$ cat src/rtl/mem_stage_if.sv
// Handshake and payload bundle between the execute, memory and write-back stages.
// MS_LOAD_EXT_EN widens the execute-to-memory payload with a 3-bit load type.
`default_nettype none

interface mem_stage_if #(
`ifdef MS_LOAD_EXT_EN
  parameter int ES_TO_MS_BUS_WD = 74
`else
  parameter int ES_TO_MS_BUS_WD = 71
`endif
);
  logic                       ws_allowin;
  logic                       ms_allowin;
  logic                       es_to_ms_valid;
  logic [ES_TO_MS_BUS_WD-1:0] es_to_ms_bus;
  logic                       ms_to_ws_valid;
  logic [69:0]                ms_to_ws_bus;
  logic [31:0]                data_sram_rdata;
  logic [38:0]                ms_fwd_blk_bus;

  modport master (
    output ws_allowin, es_to_ms_valid, es_to_ms_bus, data_sram_rdata,
    input  ms_allowin, ms_to_ws_valid, ms_to_ws_bus, ms_fwd_blk_bus
  );

  modport slave (
    input  ws_allowin, es_to_ms_valid, es_to_ms_bus, data_sram_rdata,
    output ms_allowin, ms_to_ws_valid, ms_to_ws_bus, ms_fwd_blk_bus
  );
endinterface

`default_nettype wire

$ cat src/rtl/mem_stage.sv
// ============================================================================
// mem_stage : pipeline memory stage, holds first-cycle SRAM data across stalls
//             and forwards its result; MS_LOAD_EXT_EN adds lb/lbu/lh/lhu.
// Revision  : 1.0
// ============================================================================
`default_nettype none

module mem_stage (
  input  logic       clk,
  input  logic       reset,
  mem_stage_if.slave ms
);

`ifdef MS_LOAD_EXT_EN
  localparam int ES_TO_MS_BUS_WD = 74;
`else
  localparam int ES_TO_MS_BUS_WD = 71;
`endif

  logic                       ms_valid;
  logic                       ms_first;
  logic                       hold_valid;
  logic [ES_TO_MS_BUS_WD-1:0] ms_bus;
  logic [31:0]                rdata_hold;

  logic        res_from_mem;
  logic        gr_we;
  logic [4:0]  dest;
  logic [31:0] exe_result;
  logic [31:0] pc;
  logic [31:0] load_word;
  logic [31:0] load_result;
  logic [31:0] final_result;
  logic        ms_allowin;
  logic        accept;
  logic        handoff;
  logic        capture;

  assign {res_from_mem, gr_we, dest, exe_result, pc} = ms_bus[70:0];

  // The stage is always ready to go, so handoff depends only on downstream.
  assign ms_allowin = !ms_valid || ms.ws_allowin;
  assign accept     = ms.es_to_ms_valid && ms_allowin;
  assign handoff    = ms_valid && ms.ws_allowin;
  assign capture    = ms_valid && res_from_mem && ms_first && !ms.ws_allowin;

  always_ff @(posedge clk) begin
    if (reset) begin
      ms_valid   <= 1'b0;
      ms_first   <= 1'b0;
      hold_valid <= 1'b0;
    end else begin
      if (ms_allowin) begin
        ms_valid <= ms.es_to_ms_valid;
      end
      if (accept) begin
        ms_first <= 1'b1;
      end else if (ms_valid) begin
        ms_first <= 1'b0;
      end
      if (accept || handoff) begin
        hold_valid <= 1'b0;
      end else if (capture) begin
        hold_valid <= 1'b1;
      end
    end
  end

  // Payload and held data need no reset; ms_valid/hold_valid qualify them.
  always_ff @(posedge clk) begin
    if (accept) begin
      ms_bus <= ms.es_to_ms_bus;
    end
    if (capture) begin
      rdata_hold <= ms.data_sram_rdata;
    end
  end

  assign load_word = hold_valid ? rdata_hold : ms.data_sram_rdata;

`ifdef MS_LOAD_EXT_EN
  logic [2:0]  load_type;
  logic [7:0]  load_byte;
  logic [15:0] load_half;

  assign load_type = ms_bus[73:71];

  always_comb begin
    load_byte = load_word[7:0];
    case (exe_result[1:0])
      2'd0: load_byte = load_word[7:0];
      2'd1: load_byte = load_word[15:8];
      2'd2: load_byte = load_word[23:16];
      2'd3: load_byte = load_word[31:24];
    endcase
    load_half = exe_result[1] ? load_word[31:16] : load_word[15:0];
    case (load_type)
      3'b001:  load_result = {{24{load_byte[7]}}, load_byte};
      3'b010:  load_result = {24'h0, load_byte};
      3'b011:  load_result = {{16{load_half[15]}}, load_half};
      3'b100:  load_result = {16'h0, load_half};
      default: load_result = load_word;
    endcase
  end
`else
  assign load_result = load_word;
`endif

  assign final_result = res_from_mem ? load_result : exe_result;

  assign ms.ms_allowin     = ms_allowin;
  assign ms.ms_to_ws_valid = ms_valid;
  assign ms.ms_to_ws_bus   = {gr_we, dest, final_result, pc};
  // Load data resolves here, so this stage never requests a block.
  assign ms.ms_fwd_blk_bus = {ms_valid && gr_we, dest, final_result, 1'b0};

endmodule

`default_nettype wire

$ cat src/flat_wrapper.sv
// flat-port wrapper written by rule: the top's interface ports become plain ports
module mem_stage_flat 
  (clk, reset, ms_ws_allowin, ms_es_to_ms_valid, ms_es_to_ms_bus, ms_data_sram_rdata, ms_ms_allowin, ms_ms_to_ws_valid, ms_ms_to_ws_bus, ms_ms_fwd_blk_bus);
  mem_stage_if ms_i ();
  input  logic clk;
  input  logic reset;
  input wire logic [$bits(ms_i.ws_allowin)-1:0] ms_ws_allowin;
  input wire logic [$bits(ms_i.es_to_ms_valid)-1:0] ms_es_to_ms_valid;
  input wire logic [$bits(ms_i.es_to_ms_bus)-1:0] ms_es_to_ms_bus;
  input wire logic [$bits(ms_i.data_sram_rdata)-1:0] ms_data_sram_rdata;
  output wire logic [$bits(ms_i.ms_allowin)-1:0] ms_ms_allowin;
  output wire logic [$bits(ms_i.ms_to_ws_valid)-1:0] ms_ms_to_ws_valid;
  output wire logic [$bits(ms_i.ms_to_ws_bus)-1:0] ms_ms_to_ws_bus;
  output wire logic [$bits(ms_i.ms_fwd_blk_bus)-1:0] ms_ms_fwd_blk_bus;
  assign ms_i.ws_allowin = ms_ws_allowin;
  assign ms_i.es_to_ms_valid = ms_es_to_ms_valid;
  assign ms_i.es_to_ms_bus = ms_es_to_ms_bus;
  assign ms_i.data_sram_rdata = ms_data_sram_rdata;
  assign ms_ms_allowin = ms_i.ms_allowin;
  assign ms_ms_to_ws_valid = ms_i.ms_to_ws_valid;
  assign ms_ms_to_ws_bus = ms_i.ms_to_ws_bus;
  assign ms_ms_fwd_blk_bus = ms_i.ms_fwd_blk_bus;
  mem_stage u_core (.clk(clk), .reset(reset), .ms(ms_i));
endmodule
$ cat config.mk
export PLATFORM = sky130hd
export DESIGN_NAME = mem_stage_flat
export DESIGN_NICKNAME = d
export VERILOG_FILES = /design/src/rtl/mem_stage_if.sv /design/src/rtl/mem_stage.sv /design/src/flat_wrapper.sv
export SDC_FILE = /design/constraint.sdc
export NUM_CORES = 1
export LEC_CHECK = 0
export CAP_MARGIN = 25
export CELL_PAD_IN_SITES_DETAIL_PLACEMENT = 1
export CELL_PAD_IN_SITES_GLOBAL_PLACEMENT = 2
export CORE_MARGIN = 4
export CORE_UTILIZATION = 26
export CTS_CLUSTER_SIZE = 10
export DETAILED_ROUTE_END_ITERATION = 8
export PLACE_DENSITY = 0.79
export SETUP_SLACK_MARGIN = 0.02
export SYNTH_ARGS = -nofsm -noshare
export SYNTH_HDL_FRONTEND = slang
export SYNTH_SLANG_ARGS = --single-unit
$ cat constraint.sdc
create_clock -name clk -period 3.6 [get_ports clk]
set_input_delay 0.72 -clock clk [delete_from_list [all_inputs] [get_ports clk]]
set_output_delay 0.72 -clock clk [all_outputs]
set_load 0.01 [all_outputs]
==> metrics.md, run 1 <==
| Metric | Value |
|---|---|
| # hold bufs at CTS | 0 |
| Largest stage delay on the critical path | 0.70 ns |
| IR drop worst, VDD | 0.000206 V |
| Post-synth top cells | edfxtp_1 (103), buf_4 (77), a21oi_1 (34) |
| Minimum clock period | 2.98 ns |
| Drt total wl | 11,400 um |
| # port buffers | 216 |
| Placement row count | 47 |
| Synth Register Bits | 106 |
| Slew HR | 61.1% |
| Syn Inst Count | 303 |
| I/O pins | 218 |
| Router iterations before antenna repair | 4 |
| Post-Syn Nets | 410 |
| CP Capture Type | output pin |
| CORE AREA | 0.0168 sq mm |
| Clock Path Buffers | 2 |
| Post-synthesis simple-gate area fraction | 3.49% |
| R2r endpoint | u_core.ms_bus[69] |
| Initial Util | 26.8% |
| Max FO, Critical Path | 18 |
| Die ar. | 0.0195 sq mm |
| Power density over the cells | 428 mW/mm^2 |
| Dpl cells | 658 |
| Hold path depth | 2 |
| Most frequent cell after synthesis | edfxtp_1 |
| Via count | 2,746 |
| Outcome | completed |
| Clk_skew | 0.00512 ns |
| R2R setup slack | 1.94 ns |
| Slew @ Worst Pin | 0.584 ns |
| First-pass GRT wire length | 17,400 um |
| Cell taking the most area after synthesis | edfxtp_1 |
| Ys async rst share | 0% |
| Initial DRC count | 66 |
| Routability-driven placement congestion ratio | 0.708 |
| Layout Cells excl Fill | 674 |
| CP max stage cell | dfxtp_2 |
| DR vias/cell | 4.07 |
| Final HPWL DP | 8640 um |
| Worst Setup Path Type | reg2out |
| Post-CTS setup buffer count | 0 |
| Antenna violations before repair | 0 |
| Min-Delay Path Class | reg2reg |
| Layout cells sized above 1 | 5.07% |
| Worst hold start | u_core.ms_first |
| Drt drc | 0 |
| Setup TNS | 0 ns |
| Net count, final | 556 |
| Clk sinks | 106 |
| P_leak | 2.22 nW |
| Synth area leaders | edfxtp_1 (68%), buf_4 (13%), mux2i_1 (7.1%) |
| Post-synthesis compound-gate area fraction | 4.27% |
| Fin Hold WS | 0.579 ns |
| Hold endpoint | u_core.ms_first |
| Die X | 140 um |
| Reg clk slew, reported paths | 0.07 ns |
| CTS tree | built |
| RSZ-0062 raised after global routing | false |
| Largest net degree at the start of global routing | 48 |
| Synth warn | 0 |
| Area post-placement | 0.00635 sq mm |
| Synthesis-to-layout area growth | 47.0% |
| Netlist cell types | 20 |
| Final Slew Violations | 0 |
| Die H | 140 um |
| Post-synthesis sequential area ratio | 69.8% |
| Average wire per standard cell | 17.0 um |
| Mapped Area | 0.00452 sq mm |
| GR Overflow Total | 0 |
| GR Util All Layers | 11.5% |
| Hold Fails Final Rpt | 0 |
| Worst r2r path cells | 3 |
| Post-synth EDFFs | 103 |
| Synth Area in Adders | 0% |
| Max-cap violations | 0 |
| Post-synthesis average cell area | 14.9 sq um |
| Vias in the first global route | 3,052 |
| Multiplexer share of the synthesized area | 7.09% |
| CP cell instances | buf_12, mux2i_1, a21oi_1, clkdlybuf4s50_1 |
| Remaining antenna violation count | 0 |
| Worst Path Required | 2.88 ns |
| Worst path arrival time | 2.26 ns |
| Clk_lat worst skew | 0.34 ns |
| Xor-xnor portion of the synthesized cell area | 0% |
| Main combinational cell family by area after synthesis | buffers and inverters |
| Share of the synthesized area in the top cell type | 68.5% |
| Cts repair resizes | 0 |
| Fmax | 336 MHz |
| Ant. Diodes | 0 |
| Final period util | 82.7% |
| Number of CTS-inserted buffers | 9 |
| RR Startpoint | u_core.ms.ms_to_ws_valid |
| Crit path launch type | flip-flop |
| Finish-stage setup viols | 0 |
| Clk root buf | clkbuf_16 |
| CTS H-tree lvls | 3 |
| Design Area, Final | 0.00664 sq mm |
| Post-synth top flop | edfxtp_1 |
-- stage by stage --
stage | setup WS [ns] | total power, mW | util (%)
floorplan | 0.522 | 1.66 | -
global placement | 0.733 | 1.90 | 37.8
finish | 0.622 | 2.84 | 39.5
global route | 0.476 | 2.96 | 39.5
CTS | 0.554 | 2.90 | 39.5
detailed placement | 0.715 | 1.91 | 37.8
-- worst max path at each step --
stage,startpoint,endpoint,slack (ns),cells after the start
finish,u_core.hold_valid,ms_ms_to_ws_bus[32],0.62,4
detailed placement,ms_data_sram_rdata[27],ms_ms_to_ws_bus[59],0.72,4
floorplan,ms_ws_allowin,u_core.ms_bus[0],0.52,2
global placement,ms_data_sram_rdata[31],ms_ms_to_ws_bus[63],0.73,4
global route,u_core.hold_valid,ms_ms_to_ws_bus[32],0.48,4
CTS,u_core.hold_valid,ms_ms_to_ws_bus[32],0.55,4
-- cell families (layout without fill, tap and decap cells) --
| family | count (synthesis) | count (layout) |
|---|---|---|
| AO/OA/AOI/OAI | 36 | 36 |
| buffers and inverters | 90 | 241 |
| flip-flops | 106 | 106 |
| multiplexers | 32 | 32 |
| other | 1 | 1 |
| AND/OR/NAND/NOR | 38 | 38 |
-- registers in the layout, indices dropped and copies added, names as in the netlist --
register / cells
u_core.ms_first: 1
u_core.rdata_hold: 32
u_core.ms_bus: 71
u_core.ms.ms_to_ws_valid: 1
u_core.hold_valid: 1
-- report_power, final --
part	internal, mW	total (mW)	switching (mW)
logic	0.272	0.446	0.174
registers	1.42	1.43	0.0158
clock network	0.534	0.964	0.430
total	2.22	2.84	0.619
-- critical path, delay by kind of cell, from the launching register on --
family	cells	cell delay, ns
flops	1	0.70
mux	1	0.09
compound gates	1	0.27
buf+inv	2	0.86
-- cell type report --
cell class	count	area, sq um
fillers	1762	10200
flip-flops and latches	106	3150
repair buffers	222	2230
multi-input cells	107	677
well taps	220	275
clock buffers	10	229
clock inverters	6	57.6
inverters	3	11.3
-- layer usage --
metal | track usage [%] | wire, um | share of wire [%]
met5 | 0 | 0 | 0
met4 | 4.13 | 161 | 1.4
met3 | 4.46 | 1060 | 9.3
met2 | 20.1 | 5860 | 51
met1 | 12.6 | 4340 | 38
-- placed cells by master, fill, tap and decap left out, types with 2 or more instances in the layout --
cell / n
clkdlybuf4s50_1: 216
edfxtp_1: 103
a21oi_1: 34
mux2i_1: 32
nor2_1: 32
clkbuf_16: 9
buf_4: 4
inv_1: 2
clkinv_1: 2
clkinvlp_4: 2
buf_12: 2
dfxtp_1: 2
No activity file was read; power rests on OpenSTA's default activity.
==> inputs of run 2 (changes only) <==
- CORE_UTILIZATION: 26 -> 23
- PLACE_DENSITY: 0.79 -> 0.74
- clock period: 3.6 -> 2.4 ns (I/O delays scaled with it)
==> run 2 against run 1 <==
  * Clock skew fell by 0.00063 ns
  * Critical path type unchanged
  * Worst setup slack got worse by 0.54 ns
  * Cell count rose by 6.8%
  * Critical endpoint is now ms_ms_fwd_blk_bus[11]
  * Die area rose by 12%
  * Count of clock-buffer cells in the layout up 1
  * Hold slack worse by 0.034 ns
  * Combinational power up 48%
  * Clock power up 95%
  * Core utilization is 2.9 points lower
  * Critical path depth unchanged
==> metrics.md, run 2 (synthesis gave the netlist of run 1 again) <==
| Metric | Value |
|---|---|
| CTS H-tree lvls | 3 |
| Gate power share | 14.1% |
| Max FO, Critical Path | 18 |
| Min-Delay Path Class | reg2reg |
| Remaining antenna violation count | 0 |
| Ant. Diodes | 0 |
| Via count | 2,768 |
| Worst path arrival time | 1.83 ns |
| CP cell instances | buf_4, clkbuf_16, a21oi_1, clkdlybuf4s50_1 |
| Drt drc | 0 |
| Clk_skew | 0.00449 ns |
| Clk sinks | 106 |
| Pint | 3.75 mW |
| Area post-placement | 0.00646 sq mm |
| Flip-flop count of the largest register after layout | 71 |
| Initial DRC count | 66 |
| Die ar. | 0.0219 sq mm |
| GR Overflow Total | 0 |
| Router iterations before antenna repair | 3 |
| CP max stage cell | clkdlybuf4s50_1 |
| Average wire per standard cell | 16.6 um |
| Layout cells sized above 1 | 7.39% |
| Fmax | 432 MHz |
| Most common cell after layout, fill and taps aside | clkdlybuf4s50_1 |
| Biggest register | u_core.ms_bus |
| IR drop worst, VDD | 0.000372 V |
| Synthesis-to-layout area growth | 54.0% |
| Die X | 148 um |
| Clock Path Buffers | 2 |
| Final Slew Violations | 0 |
| Drt total wl | 11,900 um |
| Design Area, Final | 0.00695 sq mm |
| Clk_lat worst skew | 0.35 ns |
| Fill cells | 2,026 |
| Outcome | completed |
| NetSw | 938 uW |
| Largest stage delay on the critical path | 0.57 ns |
| Dpl cells | 701 |
| Antenna violations before repair | 0 |
| Worst Path Required | 1.92 ns |
| Final HPWL DP | 8960 um |
| First-pass GRT wire length | 17,800 um |
| Die H | 148 um |
| Finish-stage setup viols | 0 |
| DP Worst Slack | -0.0155 ns |
| Most frequent cells in the layout | clkdlybuf4s50_1 (164), edfxtp_1 (103), mux2i_1 (32), nor2_1 (32), a21oi_1 (30) |
| Crit path launch type | flip-flop |
| Switching share of power | 20.0% |
| Minimum clock period | 2.31 ns |
| Worst path top cell family by delay | buffers and inverters |
| Top flop regs | u_core.ms_bus: 71 flops, u_core.rdata_hold: 32 flops |
| # port buffers | 216 |
| I/O pins | 218 |
| Hold Fails Final Rpt | 0 |
| Clock power share | 40.1% |
| Initial Util | 23.7% |
| Clk root buf | clkbuf_16 |
| Final period util | 96.4% |
| Final Worst Setup Slack | 0.0860 ns |
| Worst path bufs/invs | 3 |
| Vias in the first global route | 3,088 |
| CTS tree | built |
| P_leak | 2.58 nW |
| Net count, final | 562 |
| Power density over the cells | 674 mW/mm^2 |
| Largest net degree at the start of global routing | 37 |
| Fin Hold WS | 0.545 ns |
| CP Capture Type | output pin |
| Sequential Power Share | 45.8% |
| Max-cap violations | 0 |
| CORE AREA | 0.0190 sq mm |
| Number of CTS-inserted buffers | 9 |
| Placement row count | 50 |
| # hold bufs at CTS | 0 |
| GR Util All Layers | 10.5% |
| Worst Setup Path Type | reg2out |
| Layout Cells excl Fill | 720 |
| Routability-driven placement congestion ratio | 0.679 |
| DR vias/cell | 3.84 |
| Reg clk slew, reported paths | 0.07 ns |
## run 2: what timing repair did
action                     4_1_cts  5_1_grt
gates cloned                     0        1
setup endpoints to repair       44       41
resized for setup               26       33
setup buffers                    0        2
## run 2: worst paths after layout
| check | slack (ns) | endpoint | start | depth (start not counted) |
|---|---|---|---|---|
| hold reg to reg | 0.55 | u_core.ms_first | u_core.ms_first | 2 |
| hold / removal | 0.55 | u_core.ms_first | u_core.ms_first | 2 |
| setup / recovery | 0.09 | ms_ms_fwd_blk_bus[11] | u_core.ms_bus[70] | 4 |
| setup reg to reg | 0.85 | u_core.rdata_hold[7] | u_core.ms_bus[70] | 5 |
## run 2: cell type report
| type | count | area (sq um) | share of cell area, % |
|---|---|---|---|
| timing repair buffer | 228 | 2390 | 34.3 |
| clock inverter | 5 | 150 | 2.16 |
| multi-input combinational | 107 | 692 | 9.95 |
| inverter | 3 | 11.3 | 0.162 |
| sequential | 106 | 3150 | 45.4 |
| clock buffer | 11 | 233 | 3.35 |
| tap | 260 | 325 | 4.68 |
## run 2: routing by layer
| layer | track usage (%) | wire (um) | up-vias |
|---|---|---|---|
| met1 | 11.5 | 4710 | 1328 |
| met2 | 18.2 | 5980 | 124 |
| met4 | 2.31 | 129 | 0 |
| met5 | 0 | 0 | - |
| met3 | 5.55 | 1120 | 9 |
| li1 | - | - | 1307 |
## run 2: metrics by stage
stage	utilization, %	TNS, ns	total power, mW
2_1_floorplan	-	0	2.49
3_3_place_gp	34.0	0	2.87
3_5_place_dp	34.0	-0.0193	2.88
4_1_cts	35.9	0	4.80
5_1_grt	36.6	-0.0147	4.90
6_report	36.6	0	4.69
## run 2: worst register-to-register path, cell delays in order, from the launching register on
cell and delay (ns):
edfxtp_1 0.36, buf_4 0.13, buf_12 0.17, nand4b_1 0.17, inv_1 0.11, buf_4 0.29
## run 2: power by group through the flow
stage	Sequential, mW	Combinational (mW)	Clock (mW)
after floorplan	2.18	0.304	0
after global placement	2.19	0.680	0
after detailed placement	2.19	0.692	0
after CTS	2.15	0.672	1.97
final	2.15	0.659	1.88
after global routing	2.15	0.708	2.04
==> inputs of run 3 (changes only) <==
- HOLD_SLACK_MARGIN: not set -> 0.03
==> results of run 3 <==
The final DEF is identical to that of run 2; final timing and power are the same.
